$ cat src/rtl/uart_word_tx_if.sv
// Host-facing and RAM-facing signals of the word transmitter.
// master = host/RAM side, slave = transmitter side.
interface uart_word_tx_if;
   logic        tx_valid;
   logic [15:0] tx_data;
   logic        tx_ready;
   logic        dump_start;
   logic [7:0]  dump_len;
   logic [7:0]  mem_addr;
   logic [15:0] mem_data;
   logic        tx;
   logic        busy;
   logic        dump_done;

   modport master (
      output tx_valid, tx_data, dump_start, dump_len, mem_data,
      input  tx_ready, mem_addr, tx, busy, dump_done
   );

   modport slave (
      input  tx_valid, tx_data, dump_start, dump_len, mem_data,
      output tx_ready, mem_addr, tx, busy, dump_done
   );
endinterface

$ cat src/rtl/uart_word_tx.sv
// 8N1 UART word transmitter: sends 16-bit words as two frames, low byte first.
// Words come from the host handshake or from a dump of a sync-read RAM.
// One bit lasts DELAY+1 clk cycles.
module uart_word_tx #(
   parameter int DELAY = 234
) (
   input  logic          clk,
   input  logic          reset,
   uart_word_tx_if.slave bus
);

   localparam logic [7:0] DLY = 8'(DELAY);

   typedef enum logic [2:0] {IDLE, FETCH, START, DATA, STOP} state_t;

   state_t      state;
   logic [7:0]  bit_cnt;
   logic [2:0]  bit_idx;
   logic [15:0] word;
   logic        byte_sel;
   logic        dumping;
   logic [7:0]  len;
   logic [7:0]  addr;
   logic        line;
   logic        rdy;
   logic        active;
   logic        done;

   logic [7:0]  cur_byte;
   logic [2:0]  nxt_idx;
   logic        bit_end;
   logic [7:0]  len_m1;

   // byte currently on the wire and end-of-bit strobe
   always_comb begin
      cur_byte = byte_sel ? word[15:8] : word[7:0];
      nxt_idx  = bit_idx + 3'd1;
      bit_end  = (bit_cnt == DLY);
      len_m1   = len - 8'd1;
   end

   // single FSM; every output is a register set on the transition into a state
   always_ff @(posedge clk) begin
      if (reset) begin
         state    <= IDLE;
         bit_cnt  <= 8'd0;
         bit_idx  <= 3'd0;
         word     <= 16'd0;
         byte_sel <= 1'b0;
         dumping  <= 1'b0;
         len      <= 8'd0;
         addr     <= 8'd0;
         line     <= 1'b1;
         rdy      <= 1'b1;
         active   <= 1'b0;
         done     <= 1'b0;
      end else begin
         done <= 1'b0;
         case (state)
            IDLE: begin
               line    <= 1'b1;
               bit_cnt <= 8'd0;
               // dump request wins over a simultaneous host word
               if (bus.dump_start) begin
                  if (bus.dump_len == 8'd0) begin
                     done <= 1'b1;
                  end else begin
                     len      <= bus.dump_len;
                     addr     <= 8'd0;
                     dumping  <= 1'b1;
                     byte_sel <= 1'b0;
                     state    <= FETCH;
                     active   <= 1'b1;
                     rdy      <= 1'b0;
                  end
               end else if (bus.tx_valid) begin
                  word     <= bus.tx_data;
                  byte_sel <= 1'b0;
                  state    <= START;
                  line     <= 1'b0;
                  active   <= 1'b1;
                  rdy      <= 1'b0;
               end
            end
            FETCH: begin
               // address held for two cycles; RAM data is valid on the second edge
               if (bit_cnt == 8'd1) begin
                  word     <= bus.mem_data;
                  bit_cnt  <= 8'd0;
                  byte_sel <= 1'b0;
                  state    <= START;
                  line     <= 1'b0;
               end else begin
                  bit_cnt <= bit_cnt + 8'd1;
               end
            end
            START: begin
               if (bit_end) begin
                  bit_cnt <= 8'd0;
                  bit_idx <= 3'd0;
                  state   <= DATA;
                  line    <= cur_byte[0];
               end else begin
                  bit_cnt <= bit_cnt + 8'd1;
               end
            end
            DATA: begin
               if (bit_end) begin
                  bit_cnt <= 8'd0;
                  if (bit_idx == 3'd7) begin
                     state <= STOP;
                     line  <= 1'b1;
                  end else begin
                     bit_idx <= nxt_idx;
                     line    <= cur_byte[nxt_idx];
                  end
               end else begin
                  bit_cnt <= bit_cnt + 8'd1;
               end
            end
            STOP: begin
               if (bit_end) begin
                  bit_cnt <= 8'd0;
                  if (!byte_sel) begin
                     // high byte follows with no idle gap
                     byte_sel <= 1'b1;
                     state    <= START;
                     line     <= 1'b0;
                  end else if (!dumping) begin
                     state  <= IDLE;
                     active <= 1'b0;
                     rdy    <= 1'b1;
                  end else if (addr < len_m1) begin
                     addr  <= addr + 8'd1;
                     state <= FETCH;
                  end else begin
                     dumping <= 1'b0;
                     done    <= 1'b1;
                     state   <= IDLE;
                     active  <= 1'b0;
                     rdy     <= 1'b1;
                  end
               end else begin
                  bit_cnt <= bit_cnt + 8'd1;
               end
            end
            default: state <= IDLE;
         endcase
      end
   end

   assign bus.tx        = line;
   assign bus.tx_ready  = rdy;
   assign bus.busy      = active;
   assign bus.dump_done = done;
   assign bus.mem_addr  = addr;

endmodule
$ cat src/flat_wrapper.sv
// flat-port wrapper written by rule: the top's interface ports become plain ports
module uart_word_tx_flat 
#(
   parameter int DELAY = 234
)
  (clk, reset, bus_tx_valid, bus_tx_data, bus_dump_start, bus_dump_len, bus_mem_data, bus_tx_ready, bus_mem_addr, bus_tx, bus_busy, bus_dump_done);
  uart_word_tx_if bus_i ();
  input  logic clk;
  input  logic reset;
  input wire logic [$bits(bus_i.tx_valid)-1:0] bus_tx_valid;
  input wire logic [$bits(bus_i.tx_data)-1:0] bus_tx_data;
  input wire logic [$bits(bus_i.dump_start)-1:0] bus_dump_start;
  input wire logic [$bits(bus_i.dump_len)-1:0] bus_dump_len;
  input wire logic [$bits(bus_i.mem_data)-1:0] bus_mem_data;
  output wire logic [$bits(bus_i.tx_ready)-1:0] bus_tx_ready;
  output wire logic [$bits(bus_i.mem_addr)-1:0] bus_mem_addr;
  output wire logic [$bits(bus_i.tx)-1:0] bus_tx;
  output wire logic [$bits(bus_i.busy)-1:0] bus_busy;
  output wire logic [$bits(bus_i.dump_done)-1:0] bus_dump_done;
  assign bus_i.tx_valid = bus_tx_valid;
  assign bus_i.tx_data = bus_tx_data;
  assign bus_i.dump_start = bus_dump_start;
  assign bus_i.dump_len = bus_dump_len;
  assign bus_i.mem_data = bus_mem_data;
  assign bus_tx_ready = bus_i.tx_ready;
  assign bus_mem_addr = bus_i.mem_addr;
  assign bus_tx = bus_i.tx;
  assign bus_busy = bus_i.busy;
  assign bus_dump_done = bus_i.dump_done;
  uart_word_tx #(.DELAY(DELAY)) u_core (.clk(clk), .reset(reset), .bus(bus_i));
endmodule
$ cat config.mk
export PLATFORM = sky130hd
export DESIGN_NAME = uart_word_tx_flat
export DESIGN_NICKNAME = d
export VERILOG_FILES = /design/src/rtl/uart_word_tx_if.sv /design/src/rtl/uart_word_tx.sv /design/src/flat_wrapper.sv
export SDC_FILE = /design/constraint.sdc
export NUM_CORES = 1
export LEC_CHECK = 0
export BUFFER_PORTS_ARGS = -buffer_cell sky130_fd_sc_hd__buf_4
export CAP_MARGIN = 20
export CORE_MARGIN = 10
export CORE_UTILIZATION = 35
export CTS_BUF_LIST = sky130_fd_sc_hd__clkbuf_8 sky130_fd_sc_hd__clkbuf_16
export DETAILED_ROUTE_END_ITERATION = 10
export MAX_ROUTING_LAYER = met4
export PLACE_DENSITY_LB_ADDON = 0.15
export SETUP_SLACK_MARGIN = 0.15
export SYNTH_ARGS = -nofsm -noshare
export SYNTH_HDL_FRONTEND = slang
export SYNTH_SLANG_ARGS = --single-unit
$ cat constraint.sdc
create_clock -name clk -period 3.15 [get_ports clk]
set_clock_uncertainty 0.2 [all_clocks]
set_input_delay 0.63 -clock clk [delete_from_list [all_inputs] [get_ports clk]]
set_output_delay 0.63 -clock clk [all_outputs]
set_load 0.005 [all_outputs]
After elaboration in Yosys (flattened, before gate mapping)
Cells that the tools add are included.
{ "word_totals": {"latchBits": 0, "romBits": 0, "memories": 0, "output_inout_bits": 12, "elab_cells": 134, "ram_bits": 0, "in_bits": 44, "reg_bits": 52} }
{ "classes": {"multipliers": 0, "bitwise": 1, "n_reduce_logical": 18, "add_sub_neg": 4, "div": 0, "n_mux": 73, "n_shift": 0, "order_cmp": 2, "eq_ne": 24} }
{ "op_table": {"columns": ["op", "count"], "rows": [
  ["2-to-1 mux 8 bit", 9],
  ["2-to-1 mux 16 bit", 3],
  ["2-to-1 mux 3 bit", 13],
  ["2-to-1 mux 1 bit", 36],
  ["one-hot mux 16 bit (2 select lines)", 1],
  ["one-hot mux 8 bit (3 select lines)", 1],
  ["adder 8 x 1 -> 8 bit, second input constant", 2],
  ["inequality test 2 x 1 -> 1 bit, second input constant", 8],
  ["one-hot mux 8 bit (2 select lines)", 1],
  ["one-hot mux 3 bit (5 select lines)", 1],
  ["AND reduction 7 bit", 2],
  ["inequality test 2 bit, second input constant", 6],
  ["AND reduction 6 bit", 2],
  ["AND reduction 5 bit", 2],
  ["inequality test 3 bit, second input constant", 3],
  ["== test 8 x 1 -> 1 bit, second input constant", 1],
  ["== test 8 bit, second input constant", 1],
  ["logical NOT 8 bit", 1],
  ["less-than comparator 8 bit", 1],
  ["one-hot mux 1 bit (2 select lines)", 4],
  ["AND reduction 4 bit", 2],
  ["subtractor 8 x 1 -> 8 bit, second input constant", 1],
  ["== test 3 x 2 -> 1 bit, second input constant", 2],
  ["== test 3 bit, second input constant", 2],
  ["14 further kinds", 17]
]} }

Depth between registers and ports, before layout
Gate-level depths: netlist of run 1.
{ "logic_depth": {"ltp_word": 7, "depth_mapped": 13} }

Worst setup path after synthesis of run 1
Ideal clock, no wire load.
{ "synth_timing": {"kind": "register to register", "start": "reg u_core.len[2]", "end": "reg u_core.addr[5] (netlist: u_core.bus.mem_addr[5])", "setup_time_ns": 0.122, "arrival_time_ns": 2.557, "required_ns": 2.828, "setup_slack_ns": 0.271, "path_stages_with_launch": 11, "n_path_buf": 1, "path_cell_list": "dfxtp_1 -> or4_1 -> nor4_1 -> xnor2_1 -> ha_1 -> nand3_1 -> o311a_2 -> a21oi_1 -> clkbuf_2 -> or3_1 -> a21oi_1"} }
{ "synth_between": {"elab_chain_len": 4} }
{ "synth_lines": {"columns": ["item", "line_no", "source"], "rows": [
  ["start, declared", "uart_word_tx.sv:22", "logic [7:0] len;"],
  ["start signal, assigned", "uart_word_tx.sv:68", "len <= bus.dump_len;"],
  ["subtractor 8 x 1 -> 8 bit", "uart_word_tx.sv:39", "len_m1 = len - 8'd1;"],
  ["less-than comparator 8 bit", "uart_word_tx.sv:133", "end else if (addr < len_m1) begin"],
  ["inequality test 2 x 1 -> 1 bit (no source line)", null, null],
  ["AND reduction 7 bit (no source line)", null, null],
  ["end signal, assigned", "uart_word_tx.sv:134", "addr <= addr + 8'd1;"],
  ["end, declared", "uart_word_tx.sv:23", "logic [7:0] addr;"]
]} }
Every way passes these cells.
A chain may end at the register's enable or synchronous reset.

Worst setup path in the final report of run 1
{ "layout_timing": {"start": "reg u_core.len[3]", "end": "reg u_core.state[0]"} }
{ "layout_between": {"elab_chain_len": 7} }
{ "layout_lines": {"columns": ["item", "line_no", "source"], "rows": [
  ["subtractor 8 x 1 -> 8 bit", "uart_word_tx.sv:39", null],
  ["less-than comparator 8 bit", "uart_word_tx.sv:133", null],
  ["2-to-1 mux 1 bit", "uart_word_tx.sv:133", null],
  ["2-to-1 mux 3 bit", "uart_word_tx.sv:129", "end else if (!dumping) begin"],
  ["2-to-1 mux 3 bit", "uart_word_tx.sv:124", "if (!byte_sel) begin"],
  ["2-to-1 mux 3 bit", "uart_word_tx.sv:122", "if (bit_end) begin"],
  ["one-hot mux 3 bit (5 select lines)", "uart_word_tx.sv:59", "case (state)"],
  ["end signal, assigned", "uart_word_tx.sv:127", "state <= START;"],
  ["end signal, assigned", "uart_word_tx.sv:130", "state <= IDLE;"],
  ["end signal, assigned", "uart_word_tx.sv:135", "state <= FETCH;"],
  ["end, declared", "uart_word_tx.sv:16", "state_t state;"]
]} }
Every way passes these cells. The select of a mux whose other input is x is not followed.

==> results of run 1 <==
registers in the layout (all words and copies together), names as in the netlist:
register              flops
u_core.bus.busy           1
u_core.state              3
u_core.bit_cnt            8
u_core.word              16
u_core.bus.mem_addr       8
u_core.bus.dump_done      1
u_core.len                8
u_core.byte_sel           1
u_core.bit_idx            3
u_core.dumping            1
u_core.bus.tx             1
u_core.bus.tx_ready       1
cells in the mapped netlist, drive strengths merged (2+ instances only):
master	n	share of area
dfxtp	52	0.34
nor2	47	0.058
mux2i	26	0.086
a21oi	23	0.038
a211oi	20	0.049
o21ai	20	0.033
nand2	19	0.023
ha	14	0.058
clkbuf	12	0.016
inv	9	0.011
nand4	9	0.019
or3	9	0.020
buf	7	0.013
nand2b	7	0.014
nor3	7	0.019
nor4	7	0.024
nand3	6	0.0099
xnor2	6	0.017
xor2	5	0.014
a31oi	4	0.0082
mux4	4	0.030
and3	3	0.0062
nor2b	3	0.0062
and2	2	0.0045
nor4b	2	0.0058
o211ai	2	0.0049
or2	2	0.0049
or4	2	0.0049
area by class of cell:
cell class	instances	area, sq um
Sequential cell	52	1040
Fill cell	869	4570
Timing Repair Buffer	66	499
Clock buffer	5	68.8
Inverter	9	33.8
Tap cell	105	131
Multi-Input combinational cell	266	1950
Clock inverter	3	38.8
logic make-up after synthesis:
group / after synthesis
XOR/XNOR: 11
multiplexers: 30
adder cells (fa/ha/maj): 14
AND/OR/NAND/NOR: 128
flip-flops: 52
AO/OA/AOI/OAI: 83
buffers and inverters: 28
stage by stage:
step	setup slack (ns)	total power, W	std cells
CTS	0.154	0.00243	505
floorplan	0.271	0.00168	346
global placement	0.144	0.00192	493
global route	0.0964	0.00267	506
finish	0.244	0.00246	506
detailed placement	0.0972	0.00193	493
worst max-delay path by stage:
stage / to / slack [ns] / start
6_report: u_core.state[0] / 0.24 / u_core.len[3]
4_1_cts: u_core.bus.mem_addr[2] / 0.15 / u_core.len[2]
3_3_place_gp: u_core.bus.mem_addr[2] / 0.14 / u_core.len[2]
2_1_floorplan: u_core.bus.mem_addr[5] / 0.27 / u_core.len[2]
5_1_grt: u_core.state[0] / 0.1 / u_core.len[3]
3_5_place_dp: u_core.bus.mem_addr[2] / 0.1 / u_core.len[2]
layer usage:
layer  share of wire  routed length, microns
met1            0.51                    3840
met2            0.45                    3340
met3           0.038                     284
met4          0.0044                      33
met5               0                       0
worst reg2reg max path: stages, from the launching register on:
cell and delay (ns):
dfxtp_2 0.33, or4_4 0.57, nor4_4 0.18, xnor2_1 0.10
ha_1 0.33, nand3_1 0.10, o311a_4 0.42, buf_4 0.16
nor3b_1 0.14, a31oi_1 0.18, mux2i_1 0.08
what timing repair did:
item,CTS,global route
gates cloned,0,1
resized for setup,4,15
buffers inserted,4,0
setup endpoints to repair,8,12
pin swaps,3,8
report_power, final:
group / switching (W) / internal, W
clock: 0.000219 / 0.000233
sequential: 0.000161 / 0.000790
combinational: 0.000552 / 0.000503
==> out/summary.txt, run 1 <==
met1 Use GR: 0.162
maxcap violations: 0
Final Hold Viols: 0
Num CTS Buffers: 5
Area Growth Syn to Fin: 24.0%
XOR/XNOR Fraction of Synth Area: 0.0317
Final Max Tran Viols: 0
DP HPWL: 5.61 mm
CP Data Required Time: 3.13 ns
RR Startpoint: u_core.len[3]
cells after synthesis: 346
clk_lat worst skew: 0.30 ns
Setup CP Type: reg2reg
Synth Area in Simple Gates: 0.229
Reg clk slew, reported paths: 0.09 ns
syn_nets: 404
critical path depth: 10
routed via count: 2654
Tightest Pin Transition: 0.678 ns
drt total wl: 7.50 mm
Cell Rows: 33
hold path start: u_core.bus.busy
met3 GRT Util: 0.0275
Root Buffer: clkbuf_8
family with the most delay on the worst path: simple AND/OR/NAND/NOR gates
GP Congestion: 0.822
clk sinks: 52
Slew headroom: 0.544
crit-path max FO: 4
Die X: 113 microns
Synth warnings: 0
arrival time worst endpoint: 2.89 ns
Post-synth EDFFs: 0
WHS: 0.296 ns
GRT met2 Usage: 0.177
# IOs: 56
fmax: 344 MHz
most common cell after layout, fill and taps aside: buf_4
H-tree level count: 2
Pre-Repair DR Iteration Count: 4
reg2reg setup slack: 0.24 ns
critical path, cell by cell: or4_4, nor4_4, xnor2_1, ha_1, nand3_1, o311a_4, buf_4, nor3b_1, a31oi_1, mux2i_1
largest net degree at the start of global routing: 48
Starting Density: 0.364
Syn Area/Cell: 8.78 sq um
dpl cell area: 3540 sq um
share of layout cells above drive strength 1: 0.249
Startpoint Class: flip-flop
Reg2Reg Depth: 10
Hold Crit Endpoint: u_core.bus.busy
largest family of logic cells by synthesized area: simple AND/OR/NAND/NOR gates
core box area: 8340 sq um
die height: 113 microns
die footprint: 12800 sq um
n_diodes: 0
Final Setup Violations: 0
Hold Path Depth: 2
endpoint class of the critical path: flip-flop
number of synthesized register bits: 52
Hold Buf Count CTS: 0
Critical Path Max Stage Delay: 0.57 ns
CTS tree: yes
number of port buffers: 55
post-route cell area: 3770 sq um
Async S/R FF share, synth: 0
Synth Cell Area: 3040 sq um
synth unique cells: 54
vias in the first global route: 2676
first-pass GRT wire length: 12.9 mm
Worst VDD drop: 0.266 mV
most frequent cells in the layout: buf_4, dfxtp_1, nor2_1, mux2i_1, a21oi_1
ys flop type: dfxtp_1
number of DRC markers in iteration 0: 135
Cell Pwr Density: 653 nW/um^2
drc violations: 0
worst min path class: reg2reg
gr busiest metal: met2
R2R Path End: u_core.state[0]
RSZ-0062 raised after global routing: true
leakage: 1.45 nW
initial antenna violation count: 0
outcome: finished clean
clock tree buffer depth: 2
Adder-Cell Fraction of Synth Area: 0.0577
Final Util: 0.452
nets: 458
Via-to-Cell Ratio: 5.25
Crit path buffers/inverters: 1
Sum Neg Setup Slack: 0 ns
routed length per instance: 14.8 microns
minimum clock period: 2.91 ns
Detail Route Antenna Nets: 0
Final period util: 0.922
GR Util All Layers: 0.119
post-synthesis sequential area ratio: 0.343
Compound-Gate Fraction of Synth Area: 0.184
CP max stage cell: or4_4
post-synthesis mux area share: 0.115
Overflow after GRT: 0
(Power assumes the default switching activity.)
==> run 2: changes to the inputs <==
--- a/config.mk
+++ b/config.mk
@@ -5,6 +5,7 @@
 export SDC_FILE = /design/constraint.sdc
 export NUM_CORES = 1
 export LEC_CHECK = 0
+export ABC_AREA = 1
 export BUFFER_PORTS_ARGS = -buffer_cell sky130_fd_sc_hd__buf_4
 export CAP_MARGIN = 20
 export CORE_MARGIN = 10
==> constraint.sdc (replaced) <==
create_clock -name clk -period 3.15 [get_ports clk]
set_clock_uncertainty 0.2 [all_clocks]
set_input_delay 0.1575 -clock clk [delete_from_list [all_inputs] [get_ports clk]]
set_output_delay 0.1575 -clock clk [all_outputs]
set_load 0.005 [all_outputs]
==> out/summary.txt, run 2 <==
outcome: finished clean
first-pass GRT wire length: 13.9 mm (+7.1%)
syn_nets: 507 (+25%)
Cell Pwr Density: 692 nW/um^2 (+6.1%)
Root Buffer: clkbuf_8
number of synthesized register bits: 52 (unchanged)
Synth warnings: 0 (unchanged)
GP Congestion: 0.928 (+13%)
RSZ-0062 raised after global routing: false
CTS tree: yes
drt total wl: 8.17 mm (+8.9%)
Post-Place Cells: 598 (+21%)
Setup CP Type: reg2reg
Worst VDD drop: 0.385 mV (+44%)
fin cells: 649 (+28%)
Final Hold Viols: 0 (unchanged)
CP Data Required Time: 3.20 ns (+0.07 ns)
Via-to-Cell Ratio: 4.84 (-7.8%)
dpl cell area: 3500 sq um (-1.1%)
core box area: 8300 sq um (-0.50%)
post-route cell area: 4030 sq um (+6.9%)
cells after synthesis: 449 (+30%)
DP HPWL: 6.19 mm (+10%)
Overflow after GRT: 0 (unchanged)
Cell Rows: 33 (unchanged)
Final Setup Violations: 0 (unchanged)
number of port buffers: 55 (unchanged)
Slew headroom: 0.721 (+0.176)
Largest Register: u_core.word
FILL cells: 821 (-5.5%)
clock tree buffer depth: 2 (unchanged)
Num CTS Buffers: 5 (unchanged)
worst min path class: in2reg
H-tree level count: 2 (unchanged)
routed length per instance: 12.6 microns (-15%)
Startpoint Class: flip-flop
Post-synth top cells: nand2_1, dfxtp_1, nor2_1
clk sinks: 52 (unchanged)
arrival time worst endpoint: 2.78 ns (-0.11 ns)
Syn Area/Cell: 6.71 sq um (-24%)
Yosys top cell area share: 0.346 (+0.00285)
Async S/R FF share, synth: 0 (unchanged)
Largest register FFs: 16 (unchanged)
Final period util: 0.866 (-0.0567)
ys flop type: dfxtp_1
Tightest Pin Transition: 0.417 ns (-0.261 ns)
Synth Cell Area: 3010 sq um (-0.82%)
synth unique cells: 32 (-41%)
# IOs: 56 (unchanged)
share of layout cells above drive strength 1: 0.153 (-0.0968)
fmax: 367 MHz (+6.5%)
Area Growth Syn to Fin: 33.7%
Reg clk slew, reported paths: 0.10 ns (about the same)
most common cell after layout, fill and taps aside: nand2_1
routed via count: 3140 (+18%)
most area-consuming cells after synthesis: dfxtp_1, nand2_1, nor2_1, nand3_1, ha_1
Post-synth EDFFs: 0 (unchanged)
die height: 113 microns (-0.34%)
number of DRC markers in iteration 0: 123 (-8.9%)
maxcap violations: 0 (unchanged)
initial antenna violation count: 0 (unchanged)
Detail Route Antenna Nets: 0 (unchanged)
largest net degree at the start of global routing: 33 (-31%)
Sum Neg Setup Slack: 0 ns (unchanged)
Final Max Tran Viols: 0 (unchanged)
n_diodes: 0 (unchanged)
endpoint class of the critical path: flip-flop
Die X: 113 microns (-0.34%)
Pre-Repair DR Iteration Count: 4 (unchanged)
reg2reg setup slack: 0.42 ns (+0.18 ns)
crit-path max FO: 32 (+28)
most frequent cells in the layout: nand2_1, buf_4, dfxtp_1, nor2_1
nets: 601 (+31%)
GR Util All Layers: 0.130 (+0.0103)
Starting Density: 0.363 (-0.00120)
minimum clock period: 2.73 ns (-0.179 ns)
top-count cell post-synth: nand2_1
post-synthesis sequential area ratio: 0.346 (+0.00285)
die footprint: 12700 sq um (-0.68%)
leakage: 1.84 nW (+27%)
cell taking the most area after synthesis: dfxtp_1
post-CTS setup buffer count: 0 (-4)
vias in the first global route: 3011 (+13%)
drc violations: 0 (unchanged)
clk_lat worst skew: 0.31 ns (about the same)
==> run 2: cell types whose count changed after synthesis, moves of 6 or more <==
cell      delta
a211oi_1    -19
nand2_1     +89
nand2b_1     -7
a21oi_1      +6
inv_2        +8
or3_1        -8
mux2i_1     -26
o21ai_1     +20
nand3_1     +30
inv_1       +34
a31oi_1     +12
==> run 2: layer usage <==
layer | share of wire | track usage | vias up
met5 | 0 | - | -
met4 | 0.0051 | 0.0237 | 0
met3 | 0.042 | 0.0322 | 6
met2 | 0.49 | 0.219 | 56
met1 | 0.46 | 0.154 | 1406
li1 | - | - | 1672
==> run 2: logic make-up after synthesis <==
kind of cell / synth area share
xor gates and xnor gates: 0.0349
buffers and inverters: 0.0864
and+or+nand+nor: 0.319
AOI/OAI and AO/OA: 0.156
adders and majority gates: 0.0581
DFF: 0.346
==> run 2: critical path: stages (launching register included) <==
cell and delay, ns:
dfxtp_1 0.46, inv_2 0.09, nor3_4 0.18, buf_4 0.26, inv_2 0.18, o21ai_2 0.09
nand2_1 0.09, inv_4 0.25, o21ai_1 0.09, a31oi_1 0.16, dlygate4sd3_1 0.57
==> run 2: metrics by stage <==
stage | setup WS, ns | utilization | total power (W) | hold slack (ns)
6_report | 0.423 | 0.485 | 0.00279 | 0.119
5_1_grt | 0.248 | 0.485 | 0.00307 | 0.153
4_1_cts | 0.313 | 0.485 | 0.00280 | 0.128
3_5_place_dp | 0.600 | 0.422 | 0.00224 | 0.241
3_3_place_gp | 0.659 | 0.422 | 0.00222 | 0.242
2_1_floorplan | 0.866 | - | 0.00195 | 0.119
==> run 2: where the power goes <==
part | internal (W) | switching [W]
Sequential | 0.000839 | 0.000146
Combinational | 0.000594 | 0.000815
Clock | 0.000158 | 0.000238
Total | 0.00159 | 0.00120
==> run 2: repair_timing <==
item,in CTS,in global routing
hold buffers,43,0
endpoints found under the setup margin,0,15
endpoints found under the hold margin,38,0
gates resized for setup,0,2
==> run 2: final cells by class <==
class / instances / area, sq um / area share
well taps: 105 / 131 / 0.0326
clock buffers: 5 / 68.8 / 0.0171
clock inverters: 3 / 23.8 / 0.00590
inverters: 51 / 194 / 0.0481
multi-input cells: 333 / 1710 / 0.425
flip-flops and latches: 52 / 1040 / 0.258
repair buffers: 100 / 858 / 0.213
==> run 2: worst paths after layout <==
path / from / end / cells past startpoint
setup / recovery: u_core.state[0] / u_core.word[12] / 10
hold / removal: bus_dump_start / u_core.bus.dump_done / 5
setup reg to reg: u_core.state[0] / u_core.word[12] / 10
hold reg to reg: u_core.bus.tx_ready / u_core.bus.tx_ready / 2
